<file path="src/rtl/id_ex_stage_if.sv">
// rtl/id_ex_stage_if.sv - decode-side inputs and EX-side outputs of the ID/EX pipeline register
interface id_ex_stage_if #(
  parameter int STALL_CNT_W = 16
);
  // decode side
  logic                   id_valid;
  logic [31:0]            id_pc;
  logic [31:0]            id_rd1;
  logic [31:0]            id_rd2;
  logic [31:0]            id_imm;
  logic [4:0]             id_rs;
  logic [4:0]             id_rt;
  logic [4:0]             id_rd;
  logic                   id_uses_rt;
  logic [9:0]             id_ctrl;
  logic                   flush;

  // execute side
  logic                   ex_valid;
  logic [31:0]            ex_pc;
  logic [31:0]            ex_rd1;
  logic [31:0]            ex_rd2;
  logic [31:0]            ex_imm;
  logic [4:0]             ex_rs;
  logic [4:0]             ex_rt;
  logic [9:0]             ex_ctrl;
  logic [4:0]             ex_wreg;
  logic                   stall;
  logic [STALL_CNT_W-1:0] stall_count;

  modport master (
    output id_valid, id_pc, id_rd1, id_rd2, id_imm, id_rs, id_rt, id_rd,
           id_uses_rt, id_ctrl, flush,
    input  ex_valid, ex_pc, ex_rd1, ex_rd2, ex_imm, ex_rs, ex_rt, ex_ctrl,
           ex_wreg, stall, stall_count
  );

  modport slave (
    input  id_valid, id_pc, id_rd1, id_rd2, id_imm, id_rs, id_rt, id_rd,
           id_uses_rt, id_ctrl, flush,
    output ex_valid, ex_pc, ex_rd1, ex_rd2, ex_imm, ex_rs, ex_rt, ex_ctrl,
           ex_wreg, stall, stall_count
  );
endinterface

</file>
<file path="src/rtl/id_ex_stage.sv">
// rtl/id_ex_stage.sv - ID/EX pipeline register with load-use stall detection and bubble counter
module id_ex_stage #(
  parameter int STALL_CNT_W = 16
) (
  input  logic           clk,
  input  logic           rst_n,
  id_ex_stage_if.slave   bus
);

  // control bit positions inside id_ctrl / ex_ctrl
  localparam int CTRL_REG_WRITE = 0;
  localparam int CTRL_MEM_READ  = 1;
  localparam int CTRL_MEM_WRITE = 2;
  localparam int CTRL_REG_DST   = 5;

  logic                   ex_valid_q;
  logic [31:0]            ex_pc_q;
  logic [31:0]            ex_rd1_q;
  logic [31:0]            ex_rd2_q;
  logic [31:0]            ex_imm_q;
  logic [4:0]             ex_rs_q;
  logic [4:0]             ex_rt_q;
  logic [9:0]             ex_ctrl_q;
  logic [4:0]             ex_wreg_q;
  logic [STALL_CNT_W-1:0] stall_count_q;

  logic                   rs_match;
  logic                   rt_match;
  logic                   hazard;
  logic                   stall;
  logic                   bubble;
  logic [4:0]             id_wreg;
  logic [9:0]             id_ctrl_safe;

  // Load-use detection against the instruction currently in EX. A load to r0
  // never produces a usable value, so it never holds decode.
  always_comb begin
    rs_match = (ex_wreg_q == bus.id_rs);
    rt_match = bus.id_uses_rt && (ex_wreg_q == bus.id_rt);
    hazard   = bus.id_valid && ex_valid_q && ex_ctrl_q[CTRL_MEM_READ] &&
               (ex_wreg_q != 5'd0) && (rs_match || rt_match);
    // A redirect kills the consumer anyway, so there is nothing to hold for.
    stall    = hazard && !bus.flush;
    bubble   = bus.flush || stall;
  end

  // Destination select and side-effect masking for the captured instruction.
  always_comb begin
    id_wreg      = bus.id_ctrl[CTRL_REG_DST] ? bus.id_rd : bus.id_rt;
    id_ctrl_safe = bus.id_ctrl;
    if (!bus.id_valid) begin
      id_ctrl_safe[CTRL_MEM_WRITE:CTRL_REG_WRITE] = 3'b000;
    end
  end

  // Pipeline register: bubble on flush or stall, otherwise capture decode.
  always_ff @(posedge clk or negedge rst_n) begin
    if (!rst_n) begin
      ex_valid_q <= 1'b0;
      ex_pc_q    <= 32'd0;
      ex_rd1_q   <= 32'd0;
      ex_rd2_q   <= 32'd0;
      ex_imm_q   <= 32'd0;
      ex_rs_q    <= 5'd0;
      ex_rt_q    <= 5'd0;
      ex_ctrl_q  <= 10'd0;
      ex_wreg_q  <= 5'd0;
    end else if (bubble) begin
      ex_valid_q <= 1'b0;
      ex_pc_q    <= 32'd0;
      ex_rd1_q   <= 32'd0;
      ex_rd2_q   <= 32'd0;
      ex_imm_q   <= 32'd0;
      ex_rs_q    <= 5'd0;
      ex_rt_q    <= 5'd0;
      ex_ctrl_q  <= 10'd0;
      ex_wreg_q  <= 5'd0;
    end else begin
      ex_valid_q <= bus.id_valid;
      ex_pc_q    <= bus.id_pc;
      ex_rd1_q   <= bus.id_rd1;
      ex_rd2_q   <= bus.id_rd2;
      ex_imm_q   <= bus.id_imm;
      ex_rs_q    <= bus.id_rs;
      ex_rt_q    <= bus.id_rt;
      ex_ctrl_q  <= id_ctrl_safe;
      ex_wreg_q  <= id_wreg;
    end
  end

  // Saturating count of load-use bubbles; flush-won cycles are not counted.
  always_ff @(posedge clk or negedge rst_n) begin
    if (!rst_n) begin
      stall_count_q <= '0;
    end else if (stall && (stall_count_q != {STALL_CNT_W{1'b1}})) begin
      stall_count_q <= stall_count_q + STALL_CNT_W'(1);
    end
  end

  assign bus.ex_valid    = ex_valid_q;
  assign bus.ex_pc       = ex_pc_q;
  assign bus.ex_rd1      = ex_rd1_q;
  assign bus.ex_rd2      = ex_rd2_q;
  assign bus.ex_imm      = ex_imm_q;
  assign bus.ex_rs       = ex_rs_q;
  assign bus.ex_rt       = ex_rt_q;
  assign bus.ex_ctrl     = ex_ctrl_q;
  assign bus.ex_wreg     = ex_wreg_q;
  assign bus.stall       = stall;
  assign bus.stall_count = stall_count_q;

endmodule

</file>
<file path="src/flat_wrapper.sv">
// flat-port wrapper written by rule: the top's interface ports become plain ports
module id_ex_stage_flat 
#(
  parameter int STALL_CNT_W = 16
)
  (clk, rst_n, bus_id_valid, bus_id_pc, bus_id_rd1, bus_id_rd2, bus_id_imm, bus_id_rs, bus_id_rt, bus_id_rd, bus_id_uses_rt, bus_id_ctrl, bus_flush, bus_ex_valid, bus_ex_pc, bus_ex_rd1, bus_ex_rd2, bus_ex_imm, bus_ex_rs, bus_ex_rt, bus_ex_ctrl, bus_ex_wreg, bus_stall, bus_stall_count);
  id_ex_stage_if #(.STALL_CNT_W(STALL_CNT_W)) bus_i ();
  input  logic clk;
  input  logic rst_n;
  input wire logic [$bits(bus_i.id_valid)-1:0] bus_id_valid;
  input wire logic [$bits(bus_i.id_pc)-1:0] bus_id_pc;
  input wire logic [$bits(bus_i.id_rd1)-1:0] bus_id_rd1;
  input wire logic [$bits(bus_i.id_rd2)-1:0] bus_id_rd2;
  input wire logic [$bits(bus_i.id_imm)-1:0] bus_id_imm;
  input wire logic [$bits(bus_i.id_rs)-1:0] bus_id_rs;
  input wire logic [$bits(bus_i.id_rt)-1:0] bus_id_rt;
  input wire logic [$bits(bus_i.id_rd)-1:0] bus_id_rd;
  input wire logic [$bits(bus_i.id_uses_rt)-1:0] bus_id_uses_rt;
  input wire logic [$bits(bus_i.id_ctrl)-1:0] bus_id_ctrl;
  input wire logic [$bits(bus_i.flush)-1:0] bus_flush;
  output wire logic [$bits(bus_i.ex_valid)-1:0] bus_ex_valid;
  output wire logic [$bits(bus_i.ex_pc)-1:0] bus_ex_pc;
  output wire logic [$bits(bus_i.ex_rd1)-1:0] bus_ex_rd1;
  output wire logic [$bits(bus_i.ex_rd2)-1:0] bus_ex_rd2;
  output wire logic [$bits(bus_i.ex_imm)-1:0] bus_ex_imm;
  output wire logic [$bits(bus_i.ex_rs)-1:0] bus_ex_rs;
  output wire logic [$bits(bus_i.ex_rt)-1:0] bus_ex_rt;
  output wire logic [$bits(bus_i.ex_ctrl)-1:0] bus_ex_ctrl;
  output wire logic [$bits(bus_i.ex_wreg)-1:0] bus_ex_wreg;
  output wire logic [$bits(bus_i.stall)-1:0] bus_stall;
  output wire logic [$bits(bus_i.stall_count)-1:0] bus_stall_count;
  assign bus_i.id_valid = bus_id_valid;
  assign bus_i.id_pc = bus_id_pc;
  assign bus_i.id_rd1 = bus_id_rd1;
  assign bus_i.id_rd2 = bus_id_rd2;
  assign bus_i.id_imm = bus_id_imm;
  assign bus_i.id_rs = bus_id_rs;
  assign bus_i.id_rt = bus_id_rt;
  assign bus_i.id_rd = bus_id_rd;
  assign bus_i.id_uses_rt = bus_id_uses_rt;
  assign bus_i.id_ctrl = bus_id_ctrl;
  assign bus_i.flush = bus_flush;
  assign bus_ex_valid = bus_i.ex_valid;
  assign bus_ex_pc = bus_i.ex_pc;
  assign bus_ex_rd1 = bus_i.ex_rd1;
  assign bus_ex_rd2 = bus_i.ex_rd2;
  assign bus_ex_imm = bus_i.ex_imm;
  assign bus_ex_rs = bus_i.ex_rs;
  assign bus_ex_rt = bus_i.ex_rt;
  assign bus_ex_ctrl = bus_i.ex_ctrl;
  assign bus_ex_wreg = bus_i.ex_wreg;
  assign bus_stall = bus_i.stall;
  assign bus_stall_count = bus_i.stall_count;
  id_ex_stage #(.STALL_CNT_W(STALL_CNT_W)) u_core (.clk(clk), .rst_n(rst_n), .bus(bus_i));
endmodule
</file>
<file path="config.mk">
export PLATFORM = sky130hd
export DESIGN_NAME = id_ex_stage_flat
export DESIGN_NICKNAME = d
export VERILOG_FILES = /design/src/rtl/id_ex_stage_if.sv /design/src/rtl/id_ex_stage.sv /design/src/flat_wrapper.sv
export SDC_FILE = /design/constraint.sdc
export NUM_CORES = 1
export LEC_CHECK = 0
export ABC_AREA = 1
export BUFFER_PORTS_ARGS = -buffer_cell sky130_fd_sc_hd__buf_4
export CELL_PAD_IN_SITES_DETAIL_PLACEMENT = 1
export CELL_PAD_IN_SITES_GLOBAL_PLACEMENT = 1
export CORE_AREA = 4 4 140 142
export DETAILED_ROUTE_END_ITERATION = 8
export DIE_AREA = 0 0 144 146
export PLACE_DENSITY = 0.88
export SLEW_MARGIN = 20
export SYNTH_ARGS = -nofsm -noshare
export SYNTH_HDL_FRONTEND = slang
export SYNTH_SLANG_ARGS = --single-unit
</file>
<file path="constraint.sdc">
create_clock -name clk -period 3.2 [get_ports clk]
set_input_delay 0.48 -clock clk [delete_from_list [all_inputs] [get_ports clk]]
set_output_delay 0.48 -clock clk [all_outputs]
set_load 0.02 [all_outputs]
</file>
-- After elaboration in Yosys (flattened, before gate mapping)
Cells that the tools add are included.
- flip-flop bits (word level): 170
- input port bits: 158
- output and inout port bits: 171
- logic and storage cells: 36
- add/sub/neg operators: 1
- eq/ne operators: 3
- multiplexer cells: 11
- reductions and logical operators: 11
- operators by type and width (operator ; number):
    $mux 32 ; 4
    $mux 5 ; 4
    $add 16x1->16 const B ; 1
    $ne 16x16->1 const B ; 1
    $eq 5x5->1 ; 2
    $mux 10 ; 1
    $logic_and 1x1->1 ; 7
    $reduce_bool 5->1 ; 1
    $mux 3 ; 1
    $logic_or 1x1->1 ; 2
    $logic_not 1->1 ; 1
    $mux 1 ; 1

-- Longest topological paths before layout
Gate-level depths: netlist of the first run.
- word-level depth: 7
- depth in mapped cells: 11
- gate-level depth less buffers: 10

-- Worst setup path after synthesis of the first run
No wires, ideal clock.
- path kind: reg2reg
- from: register u_core.stall_count_q[0] (netlist: u_core.bus.stall_count[0])
- to: register u_core.stall_count_q[10] (netlist: u_core.bus.stall_count[10])
- library setup time: 117 ps
- arrival: 1608 ps
- required time: 3083 ps
- slack: 1475 ps
- stages on the path, launching flop included: 11
- path buffers: 1
- period minus slack after synthesis: 1725 ps
- cells stage by stage: dfrtp_1 ha_1 nand3_1 clkinv_1 nand3_1 nor2_1 nand2_1 nand4_2 buf_4 nand2_1 nand2_1
- cells in the longest elaborated chain, start to end: 2
- elaborated cells between the ends (all ways): 3
- classes of those cells: 1 x add/sub; 1 x eq/ne; 1 x reduce/logical
- RTL lines (item ; RTL line ; text):
    from (decl) ; id_ex_stage.sv:25 ; logic [STALL_CNT_W-1:0] stall_count_q;
    from (signal assigned) ; id_ex_stage.sv:96 ; stall_count_q <= stall_count_q + STALL_CNT_W'(1);
    parallel branches: the longest is 2 deep, another holds $add 16x1->16 ; - ;
Several ways; the timed one is not identified.
A chain may end at the register's enable or synchronous reset.

-- Worst setup path in the final report of the first run
- from: register u_core.ex_wreg_q[4] (netlist: u_core.bus.ex_wreg[4])
- to: output port bus_stall
- cells in the longest elaborated chain, start to end: 5
- elaborated cells between the ends (all ways): 8
- classes of those cells: 2 x eq/ne; 6 x reduce/logical
- RTL lines (item ; RTL line ; text):
    from (decl) ; id_ex_stage.sv:24 ; logic [4:0] ex_wreg_q;
    from (signal assigned) ; id_ex_stage.sv:87 ; ex_wreg_q <= id_wreg;
    $eq 5x5->1 ; id_ex_stage.sv:39 ; rt_match = bus.id_uses_rt && (ex_wreg_q == bus.id_rt);
    $logic_and 1x1->1 ; id_ex_stage.sv:39 ;
    $logic_or 1x1->1 ; id_ex_stage.sv:41 ; (ex_wreg_q != 5'd0) && (rs_match || rt_match);
    $logic_and 1x1->1 (*) ; id_ex_stage.sv:41 ;
    $logic_and 1x1->1 (*) ; id_ex_stage.sv:43 ; stall = hazard && !bus.flush;
    to (decl) ; flat_wrapper.sv:30 ; output wire logic [$bits(bus_i.stall)-1:0] bus_stall;
Every way passes the cells marked *; elsewhere a longest branch is shown, timed or not.

==> results.tsv, run 1 <==
metric	value	unit
numCtsBuffers	17	
power_density	517	nW/µm²
netlist_top_cells_count	170 x dfrtp_1, 166 x nor2_1, 156 x inv_1	
reg2reg_depth	10	
ys_types	26	
antenna_found_initial	0	
dp.cells	1211	
stdcell_count	1244	
dp.final_hpwl	15900	µm
cap_violations	0	
utilization	0.521	
hp-class	input pin to register	
grt_pass1_vias	6036	
io_buffers	328	
core_area	18500	µm²
place.gp.congestion	0.829	
grt.overflow.total	0	
worst_setup_path_end_kind	output port	
async_flop_share	1.00	
syn_to_final_growth	51.3	%
crit_arrival	1.73	ns
synth_nets	823	
die_h	146	µm
leakage	5.69	nW
synthCells	664	
synth_top_area_frac	0.670	
core.rowCount	50	
clk_path_buf_depth	2	
whs	0.266	ns
synth_seq_cells	170	
slew_headroom	0.671	
via_per_inst	4.27	
outcome	completed	
start_kind	register	
grt_usage	0.199	
die-area	21000	µm²
worst_pin_slew	0.493	ns
synthesis.area	6350	µm²
n_antenna_cell	0	
wl_per_cell	16.5	µm
min_period	2.21	ns
ys_seq_area_frac	0.670	
drt_iter0_markers	135	
synth_flop_cell	dfrtp_1	
max_freq	452	MHz
hold_viol	0	
cp_data_required_time	2.72	ns
post_cts_buffers	0	
ys_warn_count	0	
setup-violations-final	0	
yosys.area.top_type	dfrtp_1	
synth_area_per_cell	9.57	µm²
drive_above_1_share	0.380	
path_class	register to output port	
clk_pin_slew	0.07	ns
finalMaxSlewViolations	0	
drc	0	
cts_root_buf	clkbuf_16	
ir_worst_vdd	0.345	mV
htree_levels	4	
synth_area_leaders	dfrtp_1 67%, nor2_1 9.8%, inv_1 9.2%	
final_nets	1156	
worstSkewPairLatency	0.43	ns
design_area	9610	µm²
dr.pass1.iters	4	
start_util	0.344	
grt_pass1_wl	32200	µm
grt_max_degree	79	
synth-edff-count	0	
crit_fanout	5	
tns	0	ns
cts_tree	done	
ioPinCount	329	
finClkSkew	0.0135	ns
finalCritPeriodShare	0.691	
clock-sinks	170	
antenna_left	0	
die_w	144	µm
vias	5313	
placed_area	9030	µm²
holdPathStages	3	
wl	20600	µm
rsz0062_at_grt	no	
yosysMostFrequentCell	dfrtp_1	
flip-flops by register name, indices dropped and copies added (netlist names):
name,count
u_core.bus.ex_ctrl,10
u_core.bus.ex_rs,5
u_core.bus.ex_valid,1
u_core.bus.ex_imm,32
u_core.bus.ex_rt,5
u_core.bus.ex_rd2,32
u_core.bus.ex_pc,32
u_core.bus.ex_rd1,32
u_core.bus.ex_wreg,5
u_core.bus.stall_count,16
kinds of logic (layout without fill, tap and decap cells):
| group | after synthesis | count (layout) | share of synthesized area |
|---|---|---|---|
| AND/OR/NAND/NOR | 290 | 290 | 0.184 |
| buffers and inverters | 183 | 529 | 0.120 |
| XOR/XNOR | 14 | 14 | 0.0193 |
| flip-flops | 170 | 170 | 0.670 |
| adder cells (fa/ha/maj) | 1 | 1 | 0.00197 |
| AO/OA/AOI/OAI | 6 | 6 | 0.00512 |
worst max-delay path, cell delays in order, from the launching register on:
cell     delay, ns
dfrtp_1       0.45
inv_2         0.04
nand2_1       0.05
nand2_1       0.05
nor2_1        0.12
nand3_1       0.09
nand2_1       0.15
nand3_2       0.12
inv_1         0.11
buf_4         0.15
layer usage:
metal  vias to the layer above  global-route usage  part of all wire
li1                       2523                   -                 -
met1                      2542               0.210              0.35
met2                       216               0.359              0.53
met3                        32              0.0772             0.091
met4                         0              0.0640             0.024
met5                         -                   0                 0
worst paths after layout:
check / from / end / slack (ns)
max: u_core.bus.ex_wreg[4] / bus_stall / 0.99
min: bus_id_rd1[22] / u_core.bus.ex_rd1[22] / 0.27
max reg2reg: u_core.bus.ex_wreg[4] / u_core.bus.ex_rd2[24] / 1.09
min reg2reg: u_core.bus.stall_count[8] / u_core.bus.stall_count[8] / 0.56
max in group asynchronous: rst_n / u_core.bus.ex_rd2[28] / 1.84
min in group asynchronous: rst_n / u_core.bus.ex_rs[2] / 0.56
final cells by class:
class / count / area (µm²)
Inverter: 163 / 612
Fill cell: 2139 / 8840
Multi-Input combinational cell: 311 / 1350
Clock buffer: 18 / 429
Tap cell: 234 / 293
Sequential cell: 170 / 4250
Clock inverter: 14 / 139
Timing Repair Buffer: 334 / 2540
through the flow:
step | power, mW | setup slack (ns)
2_1_floorplan | 2.59 | 1.48
3_3_place_gp | 2.98 | 1.00
3_5_place_dp | 3.00 | 0.933
4_1_cts | 5.05 | 0.938
5_1_grt | 5.20 | 0.837
6_report | 4.96 | 0.988
where the power goes:
group	switching [mW]	internal, mW
Sequential	0.0372	2.25
Combinational	0.366	0.301
Clock	0.921	1.09
cell usage in the layout, fill, tap and decap left out, types with 3 or more instances in the layout:
cell type | Yosys | final
buf_4 | 2 | 330
dfrtp_1 | 170 | 170
nor2_1 | 166 | 166
inv_1 | 156 | 156
nand2_1 | 96 | 96
clkbuf_16 | 0 | 17
nor2_2 | 10 | 10
xor2_1 | 9 | 9
nand3_1 | 7 | 7
inv_2 | 6 | 6
xnor2_1 | 5 | 5
a21oi_1 | 5 | 5
clkinv_4 | 0 | 4
nand4_1 | 3 | 3
inv_6 | 0 | 3
timing repair:
action                    4_1_cts  5_1_grt
hold endpoints to repair       38        0
hold buffers                    1        0
gates resized for setup         0        0
(Power assumes the default switching activity.)
==> run 2, diff against run 1 <==
Settings changed: CORE_AREA 4 4 140 142 to 4 4 146 148, DIE_AREA 0 0 144 146 to 0 0 150 152, PLACE_DENSITY 0.88 to 0.82.
Clock period 3.2 ns to 2.16 ns, I/O delays scaled along.
==> run 2 against run 1 <==
Effect of this change: power rose by 47%; critical endpoint unchanged; setup slack got worse by 0.87 ns; hold slack got worse by 0.15 ns.
==> results.tsv, run 2 (same netlist as run 1, synthesis figures left out) <==
metric	value	unit	change
die_w	150	µm	+4.2%
dp.cells	1254		+3.6%
vias	5330		+0.32%
grt_util_met1	0.200		-0.00922
pre_cts_ws	0.347	ns	-0.585 ns
leakage	5.74	nW	+0.91%
crit_family	simple AND/OR/NAND/NOR gates		
cap_violations	0		unchanged
min_period	2.04	ns	
dp.final_hpwl	16300	µm	+2.6%
n_antenna_cell	0		unchanged
cp_data_required_time	1.84	ns	-0.88 ns
grt_max_degree	64		-19%
hp-class	input pin to register		
setup-violations-final	0		unchanged
syn_to_final_growth	53.7	%	
drc	0		unchanged
antenna_left	0		unchanged
grt_pass1_wl	32800	µm	+1.8%
io_buffers	328		unchanged
r2r-end	u_core.bus.stall_count[3]		
worst_setup_path_end_kind	output port		
worst_pin_slew	0.607	ns	+0.115 ns
ff_latch_area	4260	µm²	about the same
grt_usage	0.186		-0.0131
reg2reg_setup_slack	0.32	ns	-0.77 ns
finalCritPeriodShare	0.946		
wl	20600	µm	+0.12%
cts_tree	done		
power_density	748	nW/µm²	+45%
crit_arrival	1.72	ns	about the same
fillers	2355		+10%
drive_above_1_share	0.389		+0.00842
multi_input_area	1350	µm²	+0.19%
cp_num_buf_inv	2		-1
gr-usage-met2	0.335		-0.0249
clk_path_buf_depth	2		unchanged
ioPinCount	329		unchanged
grt_pass1_vias	6155		+2.0%
reg2reg_depth	10		unchanged
whs_endpoint	u_core.bus.ex_pc[3]		
reg2reg_from	u_core.bus.stall_count[0]		
dr.pass1.iters	4		unchanged
die_h	152	µm	+4.1%
start_kind	register		
cts_root_buf	clkbuf_16		
stdcell_count	1289		+3.6%
core_area	20000	µm²	+8.6%
core.rowCount	52		+4.0%
path_class	register to output port		
drt_iter0_markers	152		+13%
layout_common_cells	335 x buf_4, 169 x dfrtp_1, 166 x nor2_1, 155 x inv_1, 95 x nand2_1		
critPathMaxStageDelay	0.45	ns	about the same
slew_headroom	0.595		-0.0758
max_freq	490	MHz	
grt.overflow.total	0		unchanged
crit_fanout	5		unchanged
crit_top_cell	nand2_1		
numCtsBuffers	17		unchanged
final_nets	1165		+0.78%
place.gp.congestion	0.811		-2.2%
outcome	completed		
grtUsageMet3	0.0816		+0.00439
finalMaxSlewViolations	0		unchanged
worstSkewPairLatency	0.42	ns	about the same
via_per_inst	4.13		-3.2%
clk_pin_slew	0.07	ns	about the same
path_cells	nand2_1 > nand2_1 > nor2_1 > nand3_1 > nand2_2 > nand3_2 > inv_2 > buf_4		
wl_per_cell	16.0	µm	-3.4%
min_from	bus_id_pc[3]		
clock-sinks	170		unchanged
tns	0	ns	unchanged
antenna_found_initial	0		unchanged
mostFrequentLayoutCell	buf_4		
slowest_stage	dfrtp_2		
fin_ws	0.118	ns	-0.870 ns
die-area	22800	µm²	+8.4%
htree_levels	4		unchanged
ir_worst_vdd	0.492	mV	+43%
whs	0.115	ns	-0.151 ns
holdPathStages	3		unchanged
finClkSkew	0.0112	ns	-0.00229 ns
hold_viol	0		unchanged
start_util	0.317		-0.0272
top_usage_layer	met2		
-- run 2: cell count changes in the layout (fill, tap and decap cells not counted), moves of 2 or more --
cell / previous run / this run
clkinv_4: 4 / 2
inv_6: 3 / 5
buf_4: 330 / 335
buf_12: 2 / 6
-- run 2: metal layers --
metal | wire (µm) | vias up
li1 | - | 2538
met1 | 7410 | 2570
met2 | 10900 | 204
met3 | 2040 | 18
met4 | 258 | 0
met5 | 0 | -
-- run 2: worst reg2reg max path, stage by stage (launching register included) --
cell,delay (ns)
dfrtp_1,0.42
ha_1,0.25
nand3_1,0.17
clkinv_1,0.14
nand3_1,0.09
nor2_1,0.04
nand2_1,0.09
inv_1,0.07
nor2_4,0.33
nand2_1,0.10
nand2_1,0.08
-- run 2: layout make-up --
type	count	share of cell area
clock inverters	13	0.0112
inverters	163	0.0627
clock buffers	19	0.0454
repair buffers	343	0.272
multi-input cells	311	0.138
flip-flops and latches	170	0.436
well taps	270	0.0346
-- run 2: how the worst max path moves through the flow --
stage / startpoint / cells after the start / end
after global placement: bus_id_rt[0] / 10 / u_core.bus.ex_rs[2]
after CTS: u_core.bus.ex_wreg[4] / 8 / bus_stall
after detailed placement: u_core.bus.stall_count[0] / 10 / u_core.bus.stall_count[5]
final: u_core.bus.ex_wreg[4] / 8 / bus_stall
after floorplan: u_core.bus.stall_count[0] / 10 / u_core.bus.stall_count[10]
after global routing: u_core.bus.ex_wreg[3] / 9 / bus_stall
-- run 2: per-stage QoR --
stage,power (mW),instance area [µm²],utilization
2_1_floorplan,3.83,6350,-
3_3_place_gp,4.43,9180,0.458
5_1_grt,7.67,9760,0.487
4_1_cts,7.40,9740,0.486
3_5_place_dp,4.47,9180,0.458
6_report,7.30,9760,0.487
-- run 2: timing repair --
| item | CTS | global route |
|---|---|---|
| buffers inserted | 0 | 2 |
| hold buffers | 1 | 0 |
| resized for setup | 1 | 2 |
| hold endpoints to repair | 57 | 0 |
| pin swaps | 0 | 1 |
| setup endpoints to repair | 1 | 1 |
-- run 2: where the power goes --
part           switching, mW  internal (mW)
Clock                   1.38           1.54
Sequential            0.0538           3.33
Combinational          0.543          0.465
Total                   1.97           5.33
